==> src/rtl/segled_scan_ctrl_pkg.sv <==
// rtl/segled_scan_ctrl_pkg.sv - shared constants, font table and digit type for the scan controller
package segled_pkg;

    localparam int NUM_DIGITS = 6;
    localparam int SUBTICKS   = 16;

    localparam logic [7:0] SEG_OFF = 8'h00;
    localparam logic [5:0] EN_OFF  = 6'b111111;

    // Segment patterns g..a for hex 0..F; entry 0 is the rightmost element
    localparam logic [15:0][6:0] FONT_TABLE = {
        7'h71, 7'h79, 7'h5E, 7'h39, 7'h7C, 7'h77, 7'h6F, 7'h7F,
        7'h07, 7'h7D, 7'h6D, 7'h66, 7'h4F, 7'h5B, 7'h06, 7'h3F
    };

    typedef struct packed {
        logic       dp;
        logic [3:0] hex;
    } digit_t;

endpackage

==> src/rtl/segled_scan_ctrl_if.sv <==
// rtl/segled_scan_ctrl_if.sv - host write/commit bus and display outputs of the scan controller
interface segled_scan_ctrl_if;
    logic       WR_EN;
    logic [2:0] WR_ADDR;
    logic [4:0] WR_DATA;
    logic       COMMIT;
    logic [3:0] BRIGHT;
    logic       LZB;
    logic       COMMIT_PENDING;
    logic       FRAME_DONE;
    logic [7:0] SEG_DATA;
    logic [5:0] SEG_EN;

    modport master (
        output WR_EN, WR_ADDR, WR_DATA, COMMIT, BRIGHT, LZB,
        input  COMMIT_PENDING, FRAME_DONE, SEG_DATA, SEG_EN
    );

    modport slave (
        input  WR_EN, WR_ADDR, WR_DATA, COMMIT, BRIGHT, LZB,
        output COMMIT_PENDING, FRAME_DONE, SEG_DATA, SEG_EN
    );
endinterface

==> src/rtl/segled_hex_font.sv <==
// rtl/segled_hex_font.sv - combinational hex to seven-segment lookup
module segled_hex_font
    import segled_pkg::*;
(
    input  logic [3:0] hex_i,
    output logic [6:0] seg_o
);

    assign seg_o = FONT_TABLE[hex_i];

endmodule

==> src/rtl/segled_scan_ctrl.sv <==
// rtl/segled_scan_ctrl.sv - 6-digit multiplexed seven-segment scan controller with PWM and tear-free commit
module segled_scan_ctrl
    import segled_pkg::*;
#(
    parameter int SUB_CYCLES = 3125,
    parameter int CNT_W      = 12
) (
    input  logic             CLK_50M,
    input  logic             RST,
    segled_scan_ctrl_if.slave bus
);

    localparam logic [CNT_W-1:0] SUB_LAST   = CNT_W'(SUB_CYCLES - 1);
    localparam logic [2:0]       DIGIT_LAST = 3'(NUM_DIGITS - 1);

    logic [CNT_W-1:0] sub_cnt_q, sub_cnt_d;
    logic [3:0]       subtick_q, subtick_d;
    logic [2:0]       digit_q, digit_d;
    logic [3:0]       bright_q, bright_d;
    logic             pending_q, pending_d;
    logic             frame_done_q;
    logic [7:0]       seg_data_q, seg_data_d;
    logic [5:0]       seg_en_q, seg_en_d;

    digit_t [NUM_DIGITS-1:0] shadow_q, shadow_d;
    digit_t [NUM_DIGITS-1:0] active_q, active_d;

    logic                  sub_wrap, slot_wrap, boundary;
    logic [NUM_DIGITS-1:0] blank_d;
    logic                  still_zero;
    logic                  lit;
    digit_t                cur_digit;
    logic [6:0]            cur_font;

    // Scan counters and the per-slot brightness latch
    always_comb begin
        sub_wrap  = (sub_cnt_q == SUB_LAST);
        slot_wrap = sub_wrap && (subtick_q == 4'(SUBTICKS - 1));
        boundary  = slot_wrap && (digit_q == DIGIT_LAST);

        sub_cnt_d = sub_wrap ? '0 : sub_cnt_q + 1'b1;
        subtick_d = sub_wrap ? subtick_q + 4'd1 : subtick_q;
        digit_d   = digit_q;
        if (slot_wrap) begin
            digit_d = (digit_q == DIGIT_LAST) ? 3'd0 : digit_q + 3'd1;
        end
        // The edge entering a slot samples BRIGHT; the whole slot then uses it
        bright_d = slot_wrap ? bus.BRIGHT : bright_q;
    end

    // Shadow writes, commit request tracking and the frame-boundary copy
    always_comb begin
        shadow_d = shadow_q;
        if (bus.WR_EN && (bus.WR_ADDR <= DIGIT_LAST)) begin
            shadow_d[bus.WR_ADDR] = digit_t'(bus.WR_DATA);
        end
        active_d = active_q;
        if (boundary && pending_q) begin
            active_d = shadow_d;
        end
        // A commit on the boundary cycle re-arms for the following frame
        if (bus.COMMIT) begin
            pending_d = 1'b1;
        end else if (boundary) begin
            pending_d = 1'b0;
        end else begin
            pending_d = pending_q;
        end
    end

    // Leading-zero blanking over the buffer that will be on display next cycle
    always_comb begin
        blank_d    = '0;
        still_zero = bus.LZB;
        for (int i = 0; i < NUM_DIGITS - 1; i++) begin
            if (still_zero && (active_d[i] == '0)) begin
                blank_d[i] = 1'b1;
            end else begin
                still_zero = 1'b0;
            end
        end
    end

    segled_hex_font u_font (
        .hex_i (cur_digit.hex),
        .seg_o (cur_font)
    );

    // Output pattern is built from next-state values so the registered drive lines up with the counters
    always_comb begin
        cur_digit  = active_d[digit_d];
        lit        = (subtick_d < bright_d) && !blank_d[digit_d];
        seg_en_d   = EN_OFF;
        seg_data_d = SEG_OFF;
        if (lit) begin
            seg_en_d   = ~(6'b000001 << digit_d);
            seg_data_d = {cur_digit.dp, cur_font};
        end
    end

    // State registers with synchronous active-high reset
    always_ff @(posedge CLK_50M) begin
        if (RST) begin
            sub_cnt_q    <= '0;
            subtick_q    <= '0;
            digit_q      <= '0;
            bright_q     <= '0;
            pending_q    <= 1'b0;
            frame_done_q <= 1'b0;
            seg_data_q   <= SEG_OFF;
            seg_en_q     <= EN_OFF;
            shadow_q     <= '0;
            active_q     <= '0;
        end else begin
            sub_cnt_q    <= sub_cnt_d;
            subtick_q    <= subtick_d;
            digit_q      <= digit_d;
            bright_q     <= bright_d;
            pending_q    <= pending_d;
            frame_done_q <= boundary;
            seg_data_q   <= seg_data_d;
            seg_en_q     <= seg_en_d;
            shadow_q     <= shadow_d;
            active_q     <= active_d;
        end
    end

    assign bus.COMMIT_PENDING = pending_q;
    assign bus.FRAME_DONE     = frame_done_q;
    assign bus.SEG_DATA       = seg_data_q;
    assign bus.SEG_EN         = seg_en_q;

endmodule

==> src/flat_wrapper.sv <==
// flat-port wrapper written by rule: the top's interface ports become plain ports
module segled_scan_ctrl_flat import segled_pkg::*;
#(
    parameter int SUB_CYCLES = 3125,
    parameter int CNT_W      = 12
)
  (CLK_50M, RST, bus_WR_EN, bus_WR_ADDR, bus_WR_DATA, bus_COMMIT, bus_BRIGHT, bus_LZB, bus_COMMIT_PENDING, bus_FRAME_DONE, bus_SEG_DATA, bus_SEG_EN);
  segled_scan_ctrl_if bus_i ();
  input  logic CLK_50M;
  input  logic RST;
  input wire logic [$bits(bus_i.WR_EN)-1:0] bus_WR_EN;
  input wire logic [$bits(bus_i.WR_ADDR)-1:0] bus_WR_ADDR;
  input wire logic [$bits(bus_i.WR_DATA)-1:0] bus_WR_DATA;
  input wire logic [$bits(bus_i.COMMIT)-1:0] bus_COMMIT;
  input wire logic [$bits(bus_i.BRIGHT)-1:0] bus_BRIGHT;
  input wire logic [$bits(bus_i.LZB)-1:0] bus_LZB;
  output wire logic [$bits(bus_i.COMMIT_PENDING)-1:0] bus_COMMIT_PENDING;
  output wire logic [$bits(bus_i.FRAME_DONE)-1:0] bus_FRAME_DONE;
  output wire logic [$bits(bus_i.SEG_DATA)-1:0] bus_SEG_DATA;
  output wire logic [$bits(bus_i.SEG_EN)-1:0] bus_SEG_EN;
  assign bus_i.WR_EN = bus_WR_EN;
  assign bus_i.WR_ADDR = bus_WR_ADDR;
  assign bus_i.WR_DATA = bus_WR_DATA;
  assign bus_i.COMMIT = bus_COMMIT;
  assign bus_i.BRIGHT = bus_BRIGHT;
  assign bus_i.LZB = bus_LZB;
  assign bus_COMMIT_PENDING = bus_i.COMMIT_PENDING;
  assign bus_FRAME_DONE = bus_i.FRAME_DONE;
  assign bus_SEG_DATA = bus_i.SEG_DATA;
  assign bus_SEG_EN = bus_i.SEG_EN;
  segled_scan_ctrl #(.SUB_CYCLES(SUB_CYCLES), .CNT_W(CNT_W)) u_core (.CLK_50M(CLK_50M), .RST(RST), .bus(bus_i));
endmodule
==> config.mk <==
export PLATFORM = sky130hd
export DESIGN_NAME = segled_scan_ctrl_flat
export DESIGN_NICKNAME = d
export VERILOG_FILES = /design/src/rtl/segled_scan_ctrl_pkg.sv /design/src/rtl/segled_scan_ctrl_if.sv /design/src/rtl/segled_hex_font.sv /design/src/rtl/segled_scan_ctrl.sv /design/src/flat_wrapper.sv
export SDC_FILE = /design/constraint.sdc
export NUM_CORES = 1
export LEC_CHECK = 0
export BUFFER_PORTS_ARGS = -buffer_cell sky130_fd_sc_hd__buf_2
export CORE_MARGIN = 8
export CORE_UTILIZATION = 50
export CTS_CLUSTER_SIZE = 25
export DETAILED_ROUTE_END_ITERATION = 10
export PLACE_DENSITY = 0.72
export REMOVE_ABC_BUFFERS = 1
export SLEW_MARGIN = 20
export SYNTH_ARGS = -nofsm -noshare
export SYNTH_HDL_FRONTEND = slang
export SYNTH_SLANG_ARGS = --single-unit
export TNS_END_PERCENT = 100
==> constraint.sdc <==
create_clock -name CLK_50M -period 5.2 [get_ports CLK_50M]
set_input_delay 0.78 -clock CLK_50M [delete_from_list [all_inputs] [get_ports CLK_50M]]
set_output_delay 0.78 -clock CLK_50M [all_outputs]
set_load 0.005 [all_outputs]
==> reports/metrics.yaml <==
status: "finished clean"
grt_pass1_vias: 3576
rsz0062_at_grt: "no"
crit_slowest_cell: "nand2_2"
r2r_start: "u_core.sub_cnt_q[0]$_SDFF_PP0_"
setup_ws_ns: 1.32
worst_hold_slack_ns: 0.470
hold_violations: 0
fin_skew_ns: 0.0131
ys_async_sr_fraction_pct: 0
tightest_slew_ns: 0.869
dr.pass1.iters: 6
max_freq_mhz: 258
critPathCaptureType: "register"
holdPathStages: 1
start_util_pct: 50.8
dp_hpwl_mm: 7.72
clk_latency_ns: 0.36
ioPinCount: 33
post_cts_buffers: 0
grt_usage_pct: 16.9
p_comb_share_pct: 4.5
detail-route-antenna-nets: 0
crit_fanout: 47
n_antenna_cell: 0
root_buffer: "clkbuf_8"
drtIter0Drc: 368
power_mw: 1.27
synth_top_area_cell: "dfxtp_1"
io_buffers: 32
die_x_um: 112
die_h_um: 112
critPathMaxStageDelay_ns: 0.62
cts_tree: "yes"
placed_area_sq_um: 4800
ctsResizeCount: 0
overflow: 0
fin_nets: 553
htree_levels: 3
yosysSeqAreaShare_pct: 43.1
min_period_ns: 3.88
min_from: "u_core.sub_cnt_q[0]$_SDFF_PP0_"
ys.flop_type: "dfxtp_1"
p_int_uw: 971
cts_inserted_buffers: 9
critPathKind: "reg2reg"
worst_hold_path_type: "reg2reg"
viasPerCell: 5.78
switchingPower_uw: 296
final_common_cell: "dfxtp_1"
grt_first_pass_wirelength_mm: 17.3
syn_area_sq_um: 4600
reg2reg_slack_ns: 1.32
ys_seq_elements: 99
ir_drop_mv: 0.139
cts_hold_repair.buffers: 0
synth_edf_count: 0
layout_common_cells: "dfxtp_1 (99), nor2_1 (91), mux2i_1 (43)"
final.setup.tns_ns: 0
antenna_found_initial: 0
place_ws_ns: 1.40
min_to: "u_core.sub_cnt_q[0]$_SDFF_PP0_"
start_kind: "register"
core_area_sq_um: 9060
totalWireLength_mm: 10.6
crit_required_ns: 5.48
std_cell_rows: 35
arrival_ns: 4.16
finalSetupViolCount: 0
finish.instance_area_sq_um: 4980
clockBufferDepth: 2
worstReg2RegEnd: "u_core.bus.SEG_DATA[0]$_SDFF_PP0_"
critical_path.cell_chain: "inv_1 > ha_1 > nand4b_1 > nor3_2 > nand2_2 > o21ai_0 > mux2i_1 > a222oi_1 > mux2i_1 > ha_1 > and3_4 > nor4_2"
cp.buffers_inverters: 1
powerDensity_nw_per_um2: 255
num_vias: 3696
power_frac_clock_pct: 34.8
relSlewSlack_pct: 41.6
period_share_pct: 74.6
die-area_sq_um: 12500
p_seq_share_pct: 60.7
syn2layout_area_growth_pct: 8.13
grt_max_degree: 48
syn_area_per_cell_sq_um: 9.13
post-place-cells: 623
final_cells: 639
power.leakage_nw: 1.99
maxCapViolations: 0
fin_util_pct: 54.9
critical_path.top_delay_family: "simple AND/OR/NAND/NOR gates"
wl_per_cell_um: 16.6
drv_slew: 0
fill_cells: 823
cts.clk_slew.worst_paths_ns: 0.09
netlist.area_leader.share_pct: 43.1
cts.sinks: 99
drc: 0
layout-drive-gt1-share_pct: 14.8
syn-instance-count: 504
place.gp.congestion: 0.848
synth_cell_types: 58
synth_area_leaders: "dfxtp_1 (43%), mux2i_1 (9.4%), nor2_1 (7.4%)"
swShare_pct: 23.4
rr_worst_depth: 12
yosysWarnings: 0
[logic make-up after synthesis]
kind of cell	Yosys count	synth area share, %
AND/OR/NAND/NOR	198	22.0
buffers and inverters	38	3.78
XOR/XNOR	13	2.47
flip-flops	99	43.1
multiplexers	51	11.8
AO/OA/AOI/OAI	92	13.3
adder cells (fa/ha/maj)	13	3.53
[power groups by stage]
| stage | combinational (mW) | clock [mW] | sequential (mW) |
|---|---|---|---|
| after floorplan | 0.0261 | 0 | 0.786 |
| after global placement | 0.0547 | 0 | 0.787 |
| after detailed placement | 0.0570 | 0 | 0.787 |
| after CTS | 0.0571 | 0.453 | 0.769 |
| after global routing | 0.0628 | 0.483 | 0.771 |
| final | 0.0569 | 0.442 | 0.769 |
[worst register-to-register path, stage by stage (launching register included)]
cell,delay [ns]
dfxtp_1,0.34
inv_1,0.08
ha_1,0.15
nand4b_1,0.18
nor3_2,0.52
nand2_2,0.62
o21ai_0,0.42
mux2i_1,0.12
a222oi_1,0.42
mux2i_1,0.26
ha_1,0.29
and3_4,0.15
nor4_2,0.23
[layer usage]
| metal | part of all wire, % | global-route usage (%) | wire length [um] |
|---|---|---|---|
| met5 | 0 | 0 | 0 |
| met4 | 2.1 | 6.21 | 223 |
| met3 | 5.2 | 4.76 | 550 |
| met2 | 48 | 28.2 | 5130 |
| met1 | 44 | 20.2 | 4720 |
[flip-flops by register name (all words and copies together), names as in the netlist]
name,cells
u_core.active_q,30
u_core.bright_q,4
u_core.bus.FRAME_DONE,1
u_core.sub_cnt_q,12
u_core.digit_q,3
u_core.bus.SEG_DATA,8
u_core.bus.COMMIT_PENDING,1
u_core.shadow_q,30
u_core.subtick_q,4
u_core.bus.SEG_EN,6
[worst max path at each step]
stage | slack [ns] | from | cells past startpoint | end
3_5_place_dp | 1.40 | u_core.sub_cnt_q[0]$_SDFF_PP0_ | 12 | u_core.bus.SEG_DATA[0]$_SDFF_PP0_
5_1_grt | 0.95 | u_core.sub_cnt_q[0]$_SDFF_PP0_ | 12 | u_core.bus.SEG_DATA[0]$_SDFF_PP0_
2_1_floorplan | 1.10 | u_core.sub_cnt_q[0]$_SDFF_PP0_ | 10 | u_core.bus.SEG_DATA[5]$_SDFF_PP0_
4_1_cts | 1.38 | u_core.sub_cnt_q[0]$_SDFF_PP0_ | 12 | u_core.bus.SEG_DATA[0]$_SDFF_PP0_
6_report | 1.32 | u_core.sub_cnt_q[0]$_SDFF_PP0_ | 12 | u_core.bus.SEG_DATA[0]$_SDFF_PP0_
3_3_place_gp | 1.47 | u_core.sub_cnt_q[0]$_SDFF_PP0_ | 12 | u_core.bus.SEG_DATA[5]$_SDFF_PP0_
[cell type report]
class                      instances  area, sq um  area share (%)
multi-input combinational        367         2450            49.3
sequential                        99         1980            39.8
timing repair buffer              37          198            3.97
clock buffer                      12          145            2.92
tap                              111          139            2.79
inverter                           9         33.8           0.679
clock inverter                     4         26.3           0.528
[cells in the mapped netlist, types with 7 or more instances]
cell,number
o21a_1,8
nor3_1,13
ha_1,13
o21ai_0,27
clkbuf_1,20
or4_1,7
nand3_1,17
inv_1,9
a21oi_1,29
nor2_1,91
xor2_1,7
nand2_1,20
nor2b_1,12
mux2i_1,43
dfxtp_1,99
(Power assumes the default switching activity.)
